## config.mk

```make
export PLATFORM = sky130hd
export DESIGN_NAME = index_linearizer
export DESIGN_NICKNAME = d
export VERILOG_FILES = /design/src/rtl/scnn_div_pkg.sv /design/src/rtl/shift_add_step.sv /design/src/rtl/index_linearizer.sv
export SDC_FILE = /design/constraint.sdc
export NUM_CORES = 1
export LEC_CHECK = 0
export ABC_AREA = 1
export CAP_MARGIN = 20
export CORE_MARGIN = 2
export CORE_UTILIZATION = 53
export CTS_BUF_LIST = sky130_fd_sc_hd__clkbuf_16
export CTS_CLUSTER_DIAMETER = 150
export DETAILED_ROUTE_END_ITERATION = 7
export HOLD_SLACK_MARGIN = 0.02
export PLACE_DENSITY = 0.9
export SLEW_MARGIN = 20
export SYNTH_ARGS = -nofsm -noshare
export SYNTH_HDL_FRONTEND = slang
export SYNTH_HIERARCHICAL = 1
export SYNTH_SLANG_ARGS = --single-unit
```

## constraint.sdc

```tcl
create_clock -name clk -period 2.1 [get_ports clk]
set_clock_uncertainty 0.15 [all_clocks]
set_input_delay 0.42 -clock clk [delete_from_list [all_inputs] [get_ports clk]]
set_output_delay 0.42 -clock clk [all_outputs]
set_load 0.005 [all_outputs]
```

## src/rtl/scnn_div_pkg.sv

```systemverilog
// Shared definitions for the divider pipeline and its inverse, the index linearizer.
//   MAX_NUM_K   : largest channel count carried through the pipeline
//   KW          : channel tag width used by both divider and linearizer
//   lin_state_t : linearizer FSM states
//   lin_cnt_w() : step counter width for an M-step multiply
package scnn_div_pkg;

  localparam int unsigned MAX_NUM_K = 8;
  localparam int unsigned KW        = $clog2(MAX_NUM_K) + 1;

  typedef enum logic [1:0] {
    IDLE = 2'd0,
    BUSY = 2'd1,
    DONE = 2'd2
  } lin_state_t;

  // A one-step multiply still needs a 1-bit counter.
  function automatic int unsigned lin_cnt_w(input int unsigned m);
    return (m > 1) ? $clog2(m) : 1;
  endfunction

endpackage

```

## src/rtl/shift_add_step.sv

```systemverilog
// One combinational shift-add multiply step.
//   i_acc / i_mcand / i_mplier : current accumulator, multiplicand, multiplier
//   o_acc / o_mcand / o_mplier : values after this step
module shift_add_step #(
  parameter int unsigned AW = 9,
  parameter int unsigned MW = 4
) (
  input  logic [AW-1:0] i_acc,
  input  logic [AW-1:0] i_mcand,
  input  logic [MW-1:0] i_mplier,
  output logic [AW-1:0] o_acc,
  output logic [AW-1:0] o_mcand,
  output logic [MW-1:0] o_mplier
);

  // Add the multiplicand when the current multiplier LSB is set.
  assign o_acc    = i_mplier[0] ? (i_acc + i_mcand) : i_acc;
  assign o_mcand  = i_mcand << 1;
  assign o_mplier = i_mplier >> 1;

endmodule

```

## src/rtl/index_linearizer.sv

```systemverilog
// Recombines (quotient, divisor, remainder) into index = quotient*divisor + remainder
// using an M-cycle sequential shift-add multiply seeded with the remainder.
//   clk, rst                 : clock, synchronous active-high reset
//   in_valid / in_ready      : request handshake (ready only in IDLE)
//   quotient, divisor,
//   remainder, k_in          : operands and channel tag
//   out_valid / out_ready    : result handshake (valid only in DONE)
//   index, err, k_out        : result, remainder>=divisor flag, captured tag
module index_linearizer
  import scnn_div_pkg::*;
#(
  parameter int unsigned N = 8,
  parameter int unsigned M = 4
) (
  input  logic             clk,
  input  logic             rst,
  input  logic             in_valid,
  output logic             in_ready,
  input  logic [N-M:0]     quotient,
  input  logic [M-1:0]     divisor,
  input  logic [M-1:0]     remainder,
  input  logic [KW-1:0]    k_in,
  output logic             out_valid,
  input  logic             out_ready,
  output logic [N:0]       index,
  output logic             err,
  output logic [KW-1:0]    k_out
);

  localparam int unsigned IW = N + 1;
  localparam int unsigned CW = lin_cnt_w(M);

  lin_state_t      r_state;
  lin_state_t      w_next_state;

  logic [IW-1:0]   r_acc;
  logic [IW-1:0]   r_mcand;
  logic [M-1:0]    r_mplier;
  logic [CW-1:0]   r_cnt;
  logic            r_err;
  logic [KW-1:0]   r_k;

  logic [IW-1:0]   w_step_acc;
  logic [IW-1:0]   w_step_mcand;
  logic [M-1:0]    w_step_mplier;
  logic            w_last_step;

  assign w_last_step = (r_cnt == CW'(M - 1));

  // Single shared multiply step, applied once per BUSY cycle.
  shift_add_step #(
    .AW (IW),
    .MW (M)
  ) u_step (
    .i_acc    (r_acc),
    .i_mcand  (r_mcand),
    .i_mplier (r_mplier),
    .o_acc    (w_step_acc),
    .o_mcand  (w_step_mcand),
    .o_mplier (w_step_mplier)
  );

  // State register.
  always_ff @(posedge clk) begin
    if (rst) begin
      r_state <= IDLE;
    end else begin
      r_state <= w_next_state;
    end
  end

  // Next-state and state-decoded outputs; results are gated to zero outside DONE.
  always_comb begin
    w_next_state = r_state;
    in_ready     = 1'b0;
    out_valid    = 1'b0;
    index        = '0;
    err          = 1'b0;
    k_out        = '0;
    case (r_state)
      IDLE: begin
        in_ready = 1'b1;
        if (in_valid) w_next_state = BUSY;
      end
      BUSY: begin
        if (w_last_step) w_next_state = DONE;
      end
      DONE: begin
        out_valid = 1'b1;
        index     = r_acc;
        err       = r_err;
        k_out     = r_k;
        if (out_ready) w_next_state = IDLE;
      end
      default: w_next_state = IDLE;
    endcase
  end

  // Operand capture and multiply datapath; held untouched through DONE.
  always_ff @(posedge clk) begin
    if (rst) begin
      r_acc    <= '0;
      r_mcand  <= '0;
      r_mplier <= '0;
      r_cnt    <= '0;
      r_err    <= 1'b0;
      r_k      <= '0;
    end else begin
      case (r_state)
        IDLE: begin
          if (in_valid) begin
            // Seeding acc with the remainder folds the final add into the multiply.
            r_acc    <= IW'(remainder);
            r_mcand  <= IW'(quotient);
            r_mplier <= divisor;
            r_cnt    <= '0;
            r_err    <= (remainder >= divisor);
            r_k      <= k_in;
          end
        end
        BUSY: begin
          r_acc    <= w_step_acc;
          r_mcand  <= w_step_mcand;
          r_mplier <= w_step_mplier;
          r_cnt    <= r_cnt + CW'(1);
        end
        default: ;
      endcase
    end
  end

endmodule
```

==> results of run 1 <==
sequential cells by signal, indices dropped and copies added, names as in the netlist:
name,cells
r_k,4
r_acc,9
r_mplier,4
r_cnt,2
r_state,2
r_err,1
r_mcand,9
cell usage in the layout, fill, tap and decap left out, drive strengths merged, types with 2 or more instances in the layout:
cell           count
dlygate4sd2       14
clkdlybuf4s50     22
nand3b             3
o21ai              9
nand3             13
ha                13
dfxtp             31
or2                3
clkinv             2
conb               2
buf                8
clkbuf             5
a21oi             20
nand2            133
inv               52
nor2              52
synth_stat cells (all sizes together) (3+ instances only):
cell type	instances	area, um2
a21oi	20	100
buf	25	165
o21ai	9	48.8
or2	3	21.3
nand3b	3	22.5
nand2	133	502
inv	53	199
nand3	13	65.1
dfxtp	31	621
nor2	52	208
ha	13	163
cells by family (layout without fill, tap and decap cells):
logic type	after synthesis	count (layout)	synth area share
simple gates	205	205	0.381
buf+inv	79	104	0.170
flops	31	31	0.286
compound gates	29	29	0.0687
fa+ha+maj	14	14	0.0842
xor+xnor	2	2	0.00808
other cells	1	2	0.00173
cell type report:
class                      instances  area, um2  share of cell area
tap                               50       62.6              0.0237
sequential                        31        623               0.236
inverter                          53        203              0.0767
clock inverter                     2       8.76             0.00331
clock buffer                       5        125              0.0473
multi-input combinational        252       1200               0.455
timing repair buffer              44        419               0.159
routing by layer:
layer,vias up,GRT usage,wire length (um)
li1,1114,-,-
met1,984,0.270,2070
met2,59,0.413,2500
met3,14,0.0658,306
met4,0,0.108,142
met5,-,0,0
path summary, 6_finish.rpt:
kind,from,endpoint,slack (ns)
hold / removal,r_k[0]$_SDFFE_PP0P_,r_k[0]$_SDFFE_PP0P_,0.31
setup / recovery,r_state[0]$_SDFFE_PP0P_,in_ready,0.09
setup reg to reg,r_mcand[0]$_SDFFE_PP0P_,r_acc[4]$_SDFFE_PP0P_,0.14
hold reg to reg,r_k[0]$_SDFFE_PP0P_,r_k[0]$_SDFFE_PP0P_,0.31
metrics by stage:
stage	utilization	power (W)	area [um2]
floorplan	-	0.000891	2170
global placement	0.624	0.000953	2480
detailed placement	0.624	0.000964	2480
CTS	0.662	0.00163	2630
global route	0.665	0.00171	2640
finish	0.665	0.00163	2640
power groups by stage:
stage | registers [W] | logic [W] | clock network (W)
final | 0.000650 | 0.000314 | 0.000667
after global routing | 0.000653 | 0.000355 | 0.000704
after CTS | 0.000649 | 0.000308 | 0.000672
after detailed placement | 0.000660 | 0.000304 | 0
after global placement | 0.000658 | 0.000295 | 0
after floorplan | 0.000656 | 0.000235 | 0
critical path, stage by stage (launching register included):
cell and delay [ns]:
dfxtp_1 0.34, buf_4 0.17, nor2_4 0.13, clkdlybuf4s50_1 0.53
timing repair:
| action | CTS | global route |
|---|---|---|
| setup buffers | 3 | 0 |
| gates resized for setup | 18 | 4 |
| pin swaps | 1 | 0 |
| hold endpoints to repair | 0 | 0 |
| hold buffers | 0 | 0 |
| setup endpoints to repair | 14 | 3 |
==> out/qor.tcl, run 1 <==
set qor(run_status) {completed}
set qor(clock_power_share) 0.409
set qor(globalplace.congestion) 0.919
set qor(ys.warnings.count) 6
set qor(clock_sinks) 31
set qor(timing.critical_path.to_type) {primary output}
set qor(fp.dieH_um) 68.0
set qor(pre_cts_ws_ns) 0.0242
set qor(synth_enable_flop_cells) 0
set qor(placement_rows) 23
set qor(worstMarginPinSlew_ns) 0.549
set qor(synth_cell_type_count) 28
set qor(min_delay_path_depth) 2
set qor(avgSynthCellArea_um2) 6.01
set qor(n_antenna_cell) 0
set qor(grt_util_all_layers) 0.238
set qor(category_of_the_worst_setup_path_launch_point) {flop}
set qor(synth-seq-cells) 31
set qor(fin_ws_ns) 0.0852
set qor(filler_cell_count) 339
set qor(intPower_w) 0.00118
set qor(routed_wire_length_per_instance_um) 11.5
set qor(max_slew_margin) 0.633
set qor(min-delay-path-class) {reg -> reg}
set qor(fin_tns_setup_ns) 0
set qor(drc_marker_count_from_the_first_detailed_route_iteration) 127
set qor(cap_violations) 0
set qor(num_vias) 2171
set qor(rsz0062_at_grt) {no}
set qor(fp.dieW_um) 68.0
set qor(fin_crit_ns) 2.01
set qor(power_switching_share) 0.275
set qor(grt_max_degree) 34
set qor(synthArstFlopShare) 0
set qor(final.period_utilization) 0.959
set qor(ctsRootBufferMaster) {clkbuf_16}
set qor(power.share.combinational) 0.193
set qor(static_leakage_nw) 1.38
set qor(pin_count) 37
set qor(crit_arrival_ns) 1.44
set qor(grt_pass1_vias) 1952
set qor(cts_tree) {done}
set qor(power_frac_seq) 0.399
set qor(hold_viol) 0
set qor(setup.worst_path.class) {reg -> out}
set qor(antenna_violations_before_repair) 0
set qor(synth.cell_area_um2) 2170
set qor(slew_violations) 0
set qor(cts_made_buffers) 5
set qor(wl_um) 5020
set qor(drive_gt1_frac) 0.0749
set qor(vdd_drop_max_mv) 0.500
set qor(worst_skew_pair.late_latency_ns) 0.27
set qor(routed_via_density) 4.97
set qor(power-per-cell-area_nw_per_um2) 618
set qor(fin_worst_hold_slack_ns) 0.307
set qor(yosys_most_used_dff) {dfxtp_1}
set qor(numPortBuffers) 36
set qor(drt_drc) 0
set qor(dp.cells) 427
set qor(areaGrowthSynthToFinish_pct) 21.9
set qor(syn-instance-count) 361
set qor(detail-route-antenna-nets) 0
set qor(design.core.area_um2) 3970
set qor(detailedPlacementHpwl_um) 3390
set qor(reg2reg_depth) 11
set qor(synth-seq-area-share) 0.286
set qor(p_sw_w) 0.000449
set qor(grt_pass1_wl_um) 8180
set qor(peak_fanout_along_the_critical_path) 6
set qor(layout.cells.non_filler) 437
set qor(worst_case_clock_buffer_depth) 2
set qor(grt-ovfl-total) 0
set qor(ctsHtreeMaxLevel) 2
set qor(finalSetupViolCount) 0
set qor(critPathRequiredTime_ns) 1.53
set qor(fmax_mhz) 496
set qor(clkSlewWorstSetupHoldPaths_ns) 0.05
set qor(num-nets-final) 422
set qor(first_pass_iters) 4
set qor(design.die.area_um2) 4620
set qor(start_util) 0.546
No activity file was read; power rests on OpenSTA's default activity.
==> run 2, diff against run 1 <==
--- a/config.mk
+++ b/config.mk
@@ -8,12 +8,12 @@
 export ABC_AREA = 1
 export CAP_MARGIN = 20
 export CORE_MARGIN = 2
-export CORE_UTILIZATION = 53
+export CORE_UTILIZATION = 25
 export CTS_BUF_LIST = sky130_fd_sc_hd__clkbuf_16
 export CTS_CLUSTER_DIAMETER = 150
 export DETAILED_ROUTE_END_ITERATION = 7
-export HOLD_SLACK_MARGIN = 0.02
-export PLACE_DENSITY = 0.9
+export HOLD_SLACK_MARGIN = 0.05
+export PLACE_DENSITY = 0.54
 export SLEW_MARGIN = 20
 export SYNTH_ARGS = -nofsm -noshare
 export SYNTH_HDL_FRONTEND = slang
==> out/qor.tcl, run 2 (same netlist as run 1, synthesis figures left out) <==
set qor(fp.dieW_um) 97.1 ;# was 68.0 um
set qor(routed_wire_length_per_instance_um) 10.2 ;# was 11.5 um
set qor(areaGrowthSynthToFinish_pct) 25.5 ;# was 21.9%
set qor(pin_count) 37 ;# unchanged
set qor(clkSlewWorstSetupHoldPaths_ns) 0.05 ;# about the same
set qor(multi_input_comb_area_um2) 1200 ;# about the same
set qor(numPortBuffers) 36 ;# unchanged
set qor(power-per-cell-area_nw_per_um2) 603 ;# was 618 nW/um2
set qor(wl_um) 5010 ;# was 5020 um
set qor(timing.critical_path.to_type) {primary output} ;# unchanged
set qor(run_status) {completed} ;# unchanged
set qor(num-nets-final) 423 ;# was 422
set qor(n_antenna_cell) 0 ;# unchanged
set qor(vdd_drop_max_mv) 0.276 ;# was 0.500 mV
set qor(num_vias) 2050 ;# was 2171
set qor(fin_crit_ns) 1.95 ;# was 2.01 ns
set qor(design.core.area_um2) 8300 ;# was 3970 um2
set qor(globalplace.congestion) 0.810 ;# was 0.919
set qor(layout_top_registers) {r_acc (9), r_mcand (9)} ;# unchanged
set qor(grt_max_degree) 32 ;# was 34
set qor(first_pass_iters) 4 ;# unchanged
set qor(worst_skew_pair.late_latency_ns) 0.28 ;# was 0.27 ns
set qor(fmax_mhz) 514 ;# was 496 MHz
set qor(grt_pass1_wl_um) 8870 ;# was 8180 um
set qor(peak_fanout_along_the_critical_path) 4 ;# was 6
set qor(cap_violations) 0 ;# unchanged
set qor(design.die.area_um2) 9430 ;# was 4620 um2
set qor(routed_via_density) 4.16 ;# was 4.97
set qor(crit_arrival_ns) 1.38 ;# was 1.44 ns
set qor(fin_tns_setup_ns) 0 ;# unchanged
set qor(setup.worst_path.class) {reg -> out} ;# unchanged
set qor(seqCellArea_um2) 623 ;# unchanged
set qor(antenna_violations_before_repair) 0 ;# unchanged
set qor(critPathRequiredTime_ns) 1.53 ;# about the same
set qor(drc_marker_count_from_the_first_detailed_route_iteration) 94 ;# was 127
set qor(finalSetupViolCount) 0 ;# unchanged
set qor(core_util_final) 0.328 ;# was 0.665
set qor(most_frequent_standard_cell_in_the_layout_excluding_fill_and_tap_cells) {nand2_1} ;# unchanged
set qor(grt_pass1_vias) 1950 ;# was 1952
set qor(detail-route-antenna-nets) 0 ;# unchanged
set qor(slew_violations) 0 ;# unchanged
set qor(static_leakage_nw) 1.42 ;# was 1.38 nW
set qor(detailedPlacementHpwl_um) 3800 ;# was 3390 um
set qor(drive_gt1_frac) 0.0825 ;# was 0.0749
set qor(worst_case_clock_buffer_depth) 2 ;# unchanged
set qor(cts_tree) {done} ;# unchanged
set qor(placement_rows) 33 ;# was 23
set qor(clock_sinks) 31 ;# unchanged
set qor(start_util) 0.261 ;# was 0.546
set qor(min-delay-path-class) {reg -> reg} ;# unchanged
set qor(fp.dieH_um) 97.1 ;# was 68.0 um
set qor(cts_made_buffers) 5 ;# unchanged
set qor(grt_util_all_layers) 0.113 ;# was 0.238
set qor(hold_viol) 0 ;# unchanged
set qor(path_cells) {buf_4, nor2_2, clkdlybuf4s50_1} ;# was buf_4, nor2_4, clkdlybuf4s50_1
set qor(critical_path.max_stage_delay_ns) 0.52 ;# was 0.53 ns
set qor(rsz0062_at_grt) {no} ;# unchanged
set qor(category_of_the_worst_setup_path_launch_point) {flop} ;# unchanged
set qor(drt_drc) 0 ;# unchanged
set qor(ctsHtreeMaxLevel) 2 ;# unchanged
set qor(grt-ovfl-total) 0 ;# unchanged
set qor(filler_cell_count) 878 ;# was 339
set qor(cpMaxStageDelayCell) {clkdlybuf4s50_1} ;# unchanged
set qor(cts_setup_buffers) 0 ;# was 3
set qor(final.period_utilization) 0.927 ;# was 0.959
set qor(commonest_cells_after_routing_fill_and_taps_aside) {131 x nand2_1, 50 x inv_1, 48 x nor2_1} ;# was 131 x nand2_1, 50 x inv_1, 49 x nor2_1
set qor(ctsRootBufferMaster) {clkbuf_16} ;# unchanged
==> run 2: power breakdown <==
group / leakage [nW] / switching [W] / total [W] / internal [W]
registers: 0.255 / 0.0000228 / 0.000649 / 0.000626
logic: 1.10 / 0.000177 / 0.000314 / 0.000136
clock network: 0.0671 / 0.000253 / 0.000679 / 0.000425
total: 1.42 / 0.000453 / 0.00164 / 0.00119
==> run 2: area by class of cell <==
class	instances	share of cell area
multi-input combinational	252	0.441
sequential	31	0.229
timing repair buffer	45	0.160
tap	105	0.0483
clock inverter	2	0.00322
inverter	53	0.0731
clock buffer	5	0.0460
==> run 2: what timing repair did <==
| action | 4_1_cts | 5_1_grt |
|---|---|---|
| endpoints found under the setup margin | 14 | 6 |
| hold buffers | 0 | 0 |
| resized for setup | 13 | 9 |
==> run 2: final timing paths <==
check             cells after the start                     from  slack (ns)                    end
hold reg to reg                       2      r_k[1]$_SDFFE_PP0P_        0.30    r_k[1]$_SDFFE_PP0P_
setup reg to reg                     11    r_acc[0]$_SDFFE_PP0P_        0.24  r_acc[4]$_SDFFE_PP0P_
setup / recovery                      3  r_state[0]$_SDFFE_PP0P_        0.15               in_ready
hold / removal                        2      r_k[1]$_SDFFE_PP0P_        0.30    r_k[1]$_SDFFE_PP0P_
==> run 2: worst max-delay path: cells and delay by family, from the launching register on <==
family | cells | cell delay (ns)
buffers and inverters | 2 | 0.68
flip-flops | 1 | 0.33
AND/OR/NAND/NOR | 1 | 0.10
==> run 2: through the flow <==
step                hold WS [ns]  instance area (um2)  worst slack [ns]  power (W)  instances
floorplan                  0.279                 2170             0.307   0.000891        362
global placement           0.291                 2570             0.168   0.000972        486
detailed placement         0.300                 2570            0.0944   0.000974        486
CTS                        0.306                 2700           0.00184    0.00166        493
global route               0.345                 2720           0.00315    0.00174        493
finish                     0.303                 2720             0.153    0.00164        493
==> run 2: layer usage <==
layer  wire length [um]  up-vias  GRT usage
met5                  0        -          0
met4                 40        0     0.0336
met3                175        5     0.0223
met2               2310       38      0.190
met1               2480      890      0.146
li1                   -     1117          -
